$ cat src/rtl/tpu_pkg.sv
// Shared float32 constants, NaN test and feeder state encoding for the TPU feed path.
package tpu_pkg;

    localparam int FP32_W = 32;
    localparam logic [FP32_W-1:0] FP32_ZERO     = 32'h0000_0000;
    localparam logic [FP32_W-1:0] FP32_EXP_MSK  = 32'h7F80_0000;
    localparam logic [FP32_W-1:0] FP32_MANT_MSK = 32'h007F_FFFF;

    typedef enum logic [1:0] {
        IDLE   = 2'd0,
        STREAM = 2'd1,
        DRAIN  = 2'd2
    } feed_state_e;

    // All-ones exponent with a non-zero mantissa; infinities are not NaN.
    function automatic logic fp32_is_nan(input logic [FP32_W-1:0] w);
        return ((w & FP32_EXP_MSK) == FP32_EXP_MSK) && ((w & FP32_MANT_MSK) != '0);
    endfunction

endpackage

$ cat src/rtl/pe_row_skew_feeder_if.sv
// Column-vector stream into the row skew feeder: valid/ready handshake plus tile-end marker.
interface pe_row_skew_feeder_if
    import tpu_pkg::*;
#(
    parameter int ROWS = 4,
    parameter int DW   = FP32_W
);
    logic                 in_valid;
    logic                 in_ready;
    logic [ROWS*DW-1:0]   in_data;
    logic                 in_last;

    modport master (output in_valid, output in_data, output in_last, input in_ready);
    modport slave  (input in_valid, input in_data, input in_last, output in_ready);
endinterface

$ cat src/rtl/skew_delay_line.sv
// Fixed-depth shift register carrying {valid, data}; shifts every cycle, cleared by async reset.
module skew_delay_line #(
    parameter int DEPTH = 1,
    parameter int W     = 33
) (
    input  logic         clk,
    input  logic         rst,
    input  logic [W-1:0] d,
    output logic [W-1:0] q
);
    logic [W-1:0] taps [DEPTH];

    always_ff @(posedge clk or posedge rst) begin
        if (rst) begin
            for (int i = 0; i < DEPTH; i++) taps[i] <= '0;
        end else begin
            taps[0] <= d;
            for (int i = 1; i < DEPTH; i++) taps[i] <= taps[i-1];
        end
    end

    assign q = taps[DEPTH-1];
endmodule

$ cat src/rtl/pe_row_skew_feeder.sv
// Skews one float32 column vector per cycle into a diagonal wavefront (row r delayed r+1 cycles).
// Optional macro PE_FEED_NAN_SCRUB_EN replaces NaN words with +0.0 and raises a sticky nan_flag.
module pe_row_skew_feeder
    import tpu_pkg::*;
#(
    parameter int ROWS = 4,
    parameter int DW   = FP32_W
) (
    input  logic                 MCLK,
    input  logic                 RST,
    pe_row_skew_feeder_if.slave  up,
    output logic [ROWS*DW-1:0]   x_feed,
    output logic [ROWS-1:0]      feed_valid,
    output logic                 busy,
    output logic                 done,
    output logic                 nan_flag
);
    localparam int CNT_W = (ROWS > 1) ? $clog2(ROWS) : 1;
    localparam logic [CNT_W-1:0] DRAIN_LOAD = CNT_W'(ROWS - 1);

    feed_state_e       state_q, state_d;
    logic [CNT_W-1:0]  drain_cnt_q, drain_cnt_d;
    logic              done_d;
    logic              accept_p0;

    assign up.in_ready = (state_q != DRAIN);
    assign accept_p0   = up.in_valid & up.in_ready;
    assign busy        = (state_q != IDLE);

    always_ff @(posedge MCLK or posedge RST) begin
        if (RST) begin
            state_q     <= IDLE;
            drain_cnt_q <= '0;
            done        <= 1'b0;
        end else begin
            state_q     <= state_d;
            drain_cnt_q <= drain_cnt_d;
            done        <= done_d;
        end
    end

    always_comb begin
        state_d     = state_q;
        drain_cnt_d = drain_cnt_q;
        done_d      = 1'b0;
        case (state_q)
            IDLE, STREAM: begin
                if (accept_p0) begin
                    if (up.in_last) begin
                        state_d     = DRAIN;
                        drain_cnt_d = DRAIN_LOAD;
                    end else begin
                        state_d = STREAM;
                    end
                end
            end
            DRAIN: begin
                // Hold off new vectors until the deepest row has emitted the last one.
                if (drain_cnt_q == '0) begin
                    state_d = IDLE;
                    done_d  = 1'b1;
                end else begin
                    drain_cnt_d = drain_cnt_q - 1'b1;
                end
            end
            default: state_d = IDLE;
        endcase
    end

`ifdef PE_FEED_NAN_SCRUB_EN
    logic [ROWS-1:0] nan_row_p0;

    function automatic logic [DW-1:0] nan_scrub(input logic [DW-1:0] w);
        return fp32_is_nan(w) ? FP32_ZERO : w;
    endfunction

    always_ff @(posedge MCLK or posedge RST) begin
        if (RST)                             nan_flag <= 1'b0;
        else if (accept_p0 && |nan_row_p0)   nan_flag <= 1'b1;
    end
`else
    assign nan_flag = 1'b0;
`endif

    // Stage p0: per-row word selection; p1..p(r+1): the row's delay line.
    for (genvar r = 0; r < ROWS; r++) begin : g_row
        logic [DW-1:0] word_p0;
        logic [DW:0]   line_d_p0;
        logic [DW:0]   line_q;

`ifdef PE_FEED_NAN_SCRUB_EN
        assign nan_row_p0[r] = fp32_is_nan(up.in_data[r*DW +: DW]);
        assign word_p0       = nan_scrub(up.in_data[r*DW +: DW]);
`else
        assign word_p0 = up.in_data[r*DW +: DW];
`endif
        // Non-accept cycles push a +0.0 bubble, which is neutral for the downstream MAC.
        assign line_d_p0 = accept_p0 ? {1'b1, word_p0} : {1'b0, FP32_ZERO};

        skew_delay_line #(
            .DEPTH (r + 1),
            .W     (DW + 1)
        ) u_line (
            .clk (MCLK),
            .rst (RST),
            .d   (line_d_p0),
            .q   (line_q)
        );

        assign x_feed[r*DW +: DW] = line_q[DW-1:0];
        assign feed_valid[r]      = line_q[DW];
    end
endmodule

$ cat src/flat_wrapper.sv
// flat-port wrapper written by rule: the top's interface ports become plain ports
module pe_row_skew_feeder_flat import tpu_pkg::*;
#(
    parameter int ROWS = 4,
    parameter int DW   = FP32_W
)
  (MCLK, RST, x_feed, feed_valid, busy, done, nan_flag, up_in_valid, up_in_data, up_in_last, up_in_ready);
  pe_row_skew_feeder_if #(.ROWS(ROWS), .DW(DW)) up_i ();
  input  logic MCLK;
  input  logic RST;
  output logic [ROWS*DW-1:0] x_feed;
  output logic [ROWS-1:0] feed_valid;
  output logic busy;
  output logic done;
  output logic nan_flag;
  input wire logic [$bits(up_i.in_valid)-1:0] up_in_valid;
  input wire logic [$bits(up_i.in_data)-1:0] up_in_data;
  input wire logic [$bits(up_i.in_last)-1:0] up_in_last;
  output wire logic [$bits(up_i.in_ready)-1:0] up_in_ready;
  assign up_i.in_valid = up_in_valid;
  assign up_i.in_data = up_in_data;
  assign up_i.in_last = up_in_last;
  assign up_in_ready = up_i.in_ready;
  pe_row_skew_feeder #(.ROWS(ROWS), .DW(DW)) u_core (.MCLK(MCLK), .RST(RST), .up(up_i), .x_feed(x_feed), .feed_valid(feed_valid), .busy(busy), .done(done), .nan_flag(nan_flag));
endmodule
$ cat config.mk
export PLATFORM = sky130hd
export DESIGN_NAME = pe_row_skew_feeder_flat
export DESIGN_NICKNAME = d
export VERILOG_FILES = /design/src/rtl/tpu_pkg.sv /design/src/rtl/pe_row_skew_feeder_if.sv /design/src/rtl/skew_delay_line.sv /design/src/rtl/pe_row_skew_feeder.sv /design/src/flat_wrapper.sv
export SDC_FILE = /design/constraint.sdc
export NUM_CORES = 1
export LEC_CHECK = 0
export BUFFER_PORTS_ARGS = -buffer_cell sky130_fd_sc_hd__buf_4
export CAP_MARGIN = 20
export CORE_ASPECT_RATIO = 0.7
export CORE_MARGIN = 2
export CORE_UTILIZATION = 40
export CTS_CLUSTER_DIAMETER = 30
export DETAILED_ROUTE_END_ITERATION = 10
export SYNTH_ARGS = -nofsm -noshare
export SYNTH_HDL_FRONTEND = slang
export SYNTH_SLANG_ARGS = --single-unit
export TNS_END_PERCENT = 10
$ cat constraint.sdc
create_clock -name MCLK -period 15.27 [get_ports MCLK]
set_input_delay 0.7635 -clock MCLK [delete_from_list [all_inputs] [get_ports MCLK]]
set_output_delay 0.7635 -clock MCLK [all_outputs]
set_load 0.05 [all_outputs]
==> metrics.txt <==
# TYPE chip_impl_metric gauge
chip_impl_info{name="startpoint",value="u_core.state_q[0]"} 1
chip_impl_metric{name="critPathRequiredTime",unit="ps"} 14510
chip_impl_metric{name="tightestPinTransition",unit="ps"} 956
chip_impl_metric{name="finalSetupTns",unit="ps"} 0
chip_impl_metric{name="routed_wire_length_per_instance",unit="µm"} 15.9
chip_impl_metric{name="dpl_cell_area",unit="µm²"} 12000
chip_impl_info{name="outcome",value="complete, no violations"} 1
chip_impl_metric{name="hold_viol_final",unit=""} 0
chip_impl_metric{name="initialDrtViolationCount",unit=""} 126
chip_impl_info{name="cp-start-kind",value="register"} 1
chip_impl_metric{name="seq_area_frac_synth",unit="%"} 78.8
chip_impl_metric{name="io_pins",unit=""} 268
chip_impl_metric{name="drt-total-wl",unit="µm"} 18600
chip_impl_metric{name="die_area",unit="µm²"} 27500
chip_impl_metric{name="gp_congestion",unit=""} 0.746
chip_impl_metric{name="die_width",unit="µm"} 197
chip_impl_metric{name="grt_max_degree",unit=""} 161
chip_impl_info{name="synth.largest_area_cell",value="sky130_fd_sc_hd__dfrtp_1"} 1
chip_impl_metric{name="clk_pin_slew",unit="ps"} 60
chip_impl_metric{name="postCtsSetupRepairBufs",unit=""} 0
chip_impl_metric{name="clockBufferDepth",unit=""} 3
chip_impl_metric{name="synth_nets",unit=""} 742
chip_impl_metric{name="area_growth",unit="%"} 31.0
chip_impl_metric{name="period_minus_slack",unit="ps"} 2260
chip_impl_metric{name="synthesis.yosys.warnings",unit=""} 0
chip_impl_metric{name="antenna_found_initial",unit=""} 1
chip_impl_info{name="worst_setup_path_end_kind",value="primary output"} 1
chip_impl_metric{name="first_global_vias",unit=""} 5535
chip_impl_metric{name="multi_input_combinational_cell_area",unit="µm²"} 1260
chip_impl_metric{name="cts_hold_buf",unit=""} 0
chip_impl_metric{name="grt_first_pass_wirelength",unit="µm"} 30100
chip_impl_metric{name="fmax",unit="GHz"} 0.442
chip_impl_metric{name="routed_via_density",unit=""} 4.28
chip_impl_metric{name="dp_hpwl",unit="µm"} 11700
chip_impl_metric{name="tritoncts.num_buffers",unit=""} 46
chip_impl_metric{name="synthesis.area",unit="µm²"} 10500
chip_impl_info{name="grt_setup_unrepaired",value="no"} 1
chip_impl_metric{name="die-height",unit="µm"} 139
chip_impl_metric{name="clk-insertion-delay-late",unit="ps"} 550
chip_impl_metric{name="ys_types",unit=""} 21
chip_impl_metric{name="power-per-cell-area",unit="nW/µm²"} 194
chip_impl_metric{name="residual_overflow_from_global_routing",unit=""} 0
chip_impl_metric{name="drc_errors",unit=""} 0
chip_impl_metric{name="finalSetupViolCount",unit=""} 0
chip_impl_metric{name="firstDrtPassIters",unit=""} 3
chip_impl_metric{name="slew_limit_fails",unit=""} 0
chip_impl_metric{name="cts_repair_resize_count",unit=""} 0
chip_impl_metric{name="drt.antenna.violating_nets",unit=""} 0
chip_impl_metric{name="netlist.area_leader.share",unit="%"} 78.8
chip_impl_metric{name="cp_data_arrival_time",unit="ps"} 1500
chip_impl_info{name="worstHoldPathType",value="input pin to async pin"} 1
chip_impl_metric{name="seq_area",unit="µm²"} 8230
chip_impl_metric{name="grt_usage",unit="%"} 14.0
chip_impl_info{name="clock-root-buffer",value="sky130_fd_sc_hd__clkbuf_16"} 1
chip_impl_metric{name="timing.max_slew.rel_slack",unit="%"} 36.3
chip_impl_metric{name="route.vias.total",unit=""} 5008
chip_impl_metric{name="maxCapViolCount",unit=""} 0
chip_impl_metric{name="final_area",unit="µm²"} 13700
chip_impl_info{name="critical_path_class",value="register to primary output"} 1
chip_impl_metric{name="critical_path.max_fanout",unit=""} 7
chip_impl_info{name="commonest_cells_after_routing_fill_and_taps_aside",value="sky130_fd_sc_hd__dfrtp_1, sky130_fd_sc_hd__buf_4, sky130_fd_sc_hd__and3b_1"} 1
chip_impl_info{name="ys_top_cells_by_area",value="sky130_fd_sc_hd__dfrtp_1, sky130_fd_sc_hd__and3b_1, sky130_fd_sc_hd__buf_4"} 1
chip_impl_metric{name="post_route_cells_drive_above_1_share",unit="%"} 43.1
chip_impl_metric{name="place.port_buffers",unit=""} 266
chip_impl_info{name="cts_tree",value="yes"} 1
chip_impl_info{name="worst_r2r_startpoint",value="u_core.state_q[1]"} 1
chip_impl_metric{name="rows",unit=""} 49
chip_impl_metric{name="htree_num_levels",unit=""} 2
chip_impl_metric{name="syn_area_per_cell",unit="µm²"} 17.2
chip_impl_metric{name="reg2reg_depth",unit=""} 4
chip_impl_metric{name="p_leak",unit="µW"} 0.00745
chip_impl_metric{name="core_area",unit="µm²"} 25700
chip_impl_metric{name="syn_inst",unit=""} 609
chip_impl_metric{name="ys_seq_elements",unit=""} 329
chip_impl_info{name="layout_commonest_cell",value="sky130_fd_sc_hd__dfrtp_1"} 1
chip_impl_metric{name="initial_utilization",unit="%"} 40.7
chip_impl_metric{name="design.final.nets",unit=""} 934
chip_impl_metric{name="timing.final.crit_share",unit="%"} 14.8
chip_impl_metric{name="fill_cells",unit=""} 2045
chip_impl_metric{name="ir_drop",unit="mV"} 0.138
chip_impl_metric{name="clock-sinks",unit=""} 329
chip_impl_metric{name="finalClockSkew",unit="ps"} 30.0
## logic make-up after synthesis
kind of cell | share of synthesized area (%)
DFF | 78.8
AOI/OAI and AO/OA | 0.251
other | 0.0359
adders and majority gates | 0.120
and+or+nand+nor | 11.7
buffers and inverters | 9.15
## per-layer routing
| layer | wire length (µm) | GRT usage, % | up-vias |
|---|---|---|---|
| met5 | 0 | 0 | - |
| met4 | 437 | 5.94 | 0 |
| met3 | 1240 | 4.58 | 39 |
| met2 | 9280 | 22.3 | 149 |
| met1 | 7610 | 17.7 | 2531 |
| li1 | - | - | 2289 |
## final cells by class
| type | count | area share, % |
|---|---|---|
| diodes | 1 | 0.0183 |
| clock buffers | 49 | 8.56 |
| clock inverters | 37 | 3.38 |
| inverters | 4 | 0.165 |
| multi-input cells | 147 | 9.21 |
| flip-flops and latches | 329 | 60.1 |
| well taps | 331 | 3.03 |
| repair buffers | 273 | 15.5 |
## worst max-delay path, cell delays in order (launching register included)
cell and delay, ps:
sky130_fd_sc_hd__dfrtp_1 470, sky130_fd_sc_hd__or2_2 310, sky130_fd_sc_hd__buf_4 190
## power by group
group	internal (µW)	leakage [µW]	switching, µW
Clock	668	0.000788	419
Combinational	177	0.00231	333
Sequential	1010	0.00435	44.0
## cell usage after synthesis
library cell / instances
sky130_fd_sc_hd__and2_1: 1
sky130_fd_sc_hd__buf_6: 10
sky130_fd_sc_hd__ha_1: 1
sky130_fd_sc_hd__a21oi_1: 1
sky130_fd_sc_hd__nor2b_1: 2
sky130_fd_sc_hd__clkbuf_1: 16
sky130_fd_sc_hd__nand3b_1: 1
sky130_fd_sc_hd__inv_1: 4
sky130_fd_sc_hd__or3b_2: 1
sky130_fd_sc_hd__and3b_1: 128
sky130_fd_sc_hd__buf_2: 2
sky130_fd_sc_hd__nand2_1: 1
sky130_fd_sc_hd__a31oi_1: 1
sky130_fd_sc_hd__or2_2: 2
sky130_fd_sc_hd__nand2b_1: 2
sky130_fd_sc_hd__nor4bb_1: 2
sky130_fd_sc_hd__conb_1: 1
sky130_fd_sc_hd__buf_4: 101
sky130_fd_sc_hd__nor2b_4: 1
sky130_fd_sc_hd__a211oi_1: 2
sky130_fd_sc_hd__dfrtp_1: 329
## worst paths after layout
path                                               endpoint  slack, ps
setup reg to reg           u_core.g_row[3].u_line.taps[118]      13520
setup / recovery                                       busy      13010
min in group MCLK               u_core.g_row[1].u_line.q[1]        320
hold / removal                  u_core.g_row[0].u_line.q[5]        200
max in group asynchronous   u_core.g_row[1].u_line.taps[41]      13810
hold reg to reg                 u_core.g_row[1].u_line.q[1]        320
## per-stage QoR
stage / total power, µW / instances / util, % / hold slack (ps) / setup WS (ps)
finish: 2650 / 1171 / 53.3 / 198 / 13010
detailed placement: 1590 / 1080 / 46.5 / 335 / 12460
floorplan: 1500 / 609 / - / 331 / 5400
global placement: 1570 / 1080 / 46.5 / 331 / 12580
global route: 2770 / 1171 / 53.3 / 196 / 12950
CTS: 2690 / 1166 / 52.9 / 327 / 12980
## state kept, by name, summed over array words and instances, names as in the netlist
register and flops:
u_core.g_row.u_line.taps 192, u_core.g_row.u_line.q 132, u_core.drain_cnt_q 2, u_core.state_q 2, u_core.done 1
Power figures use the tool's default switching activity.
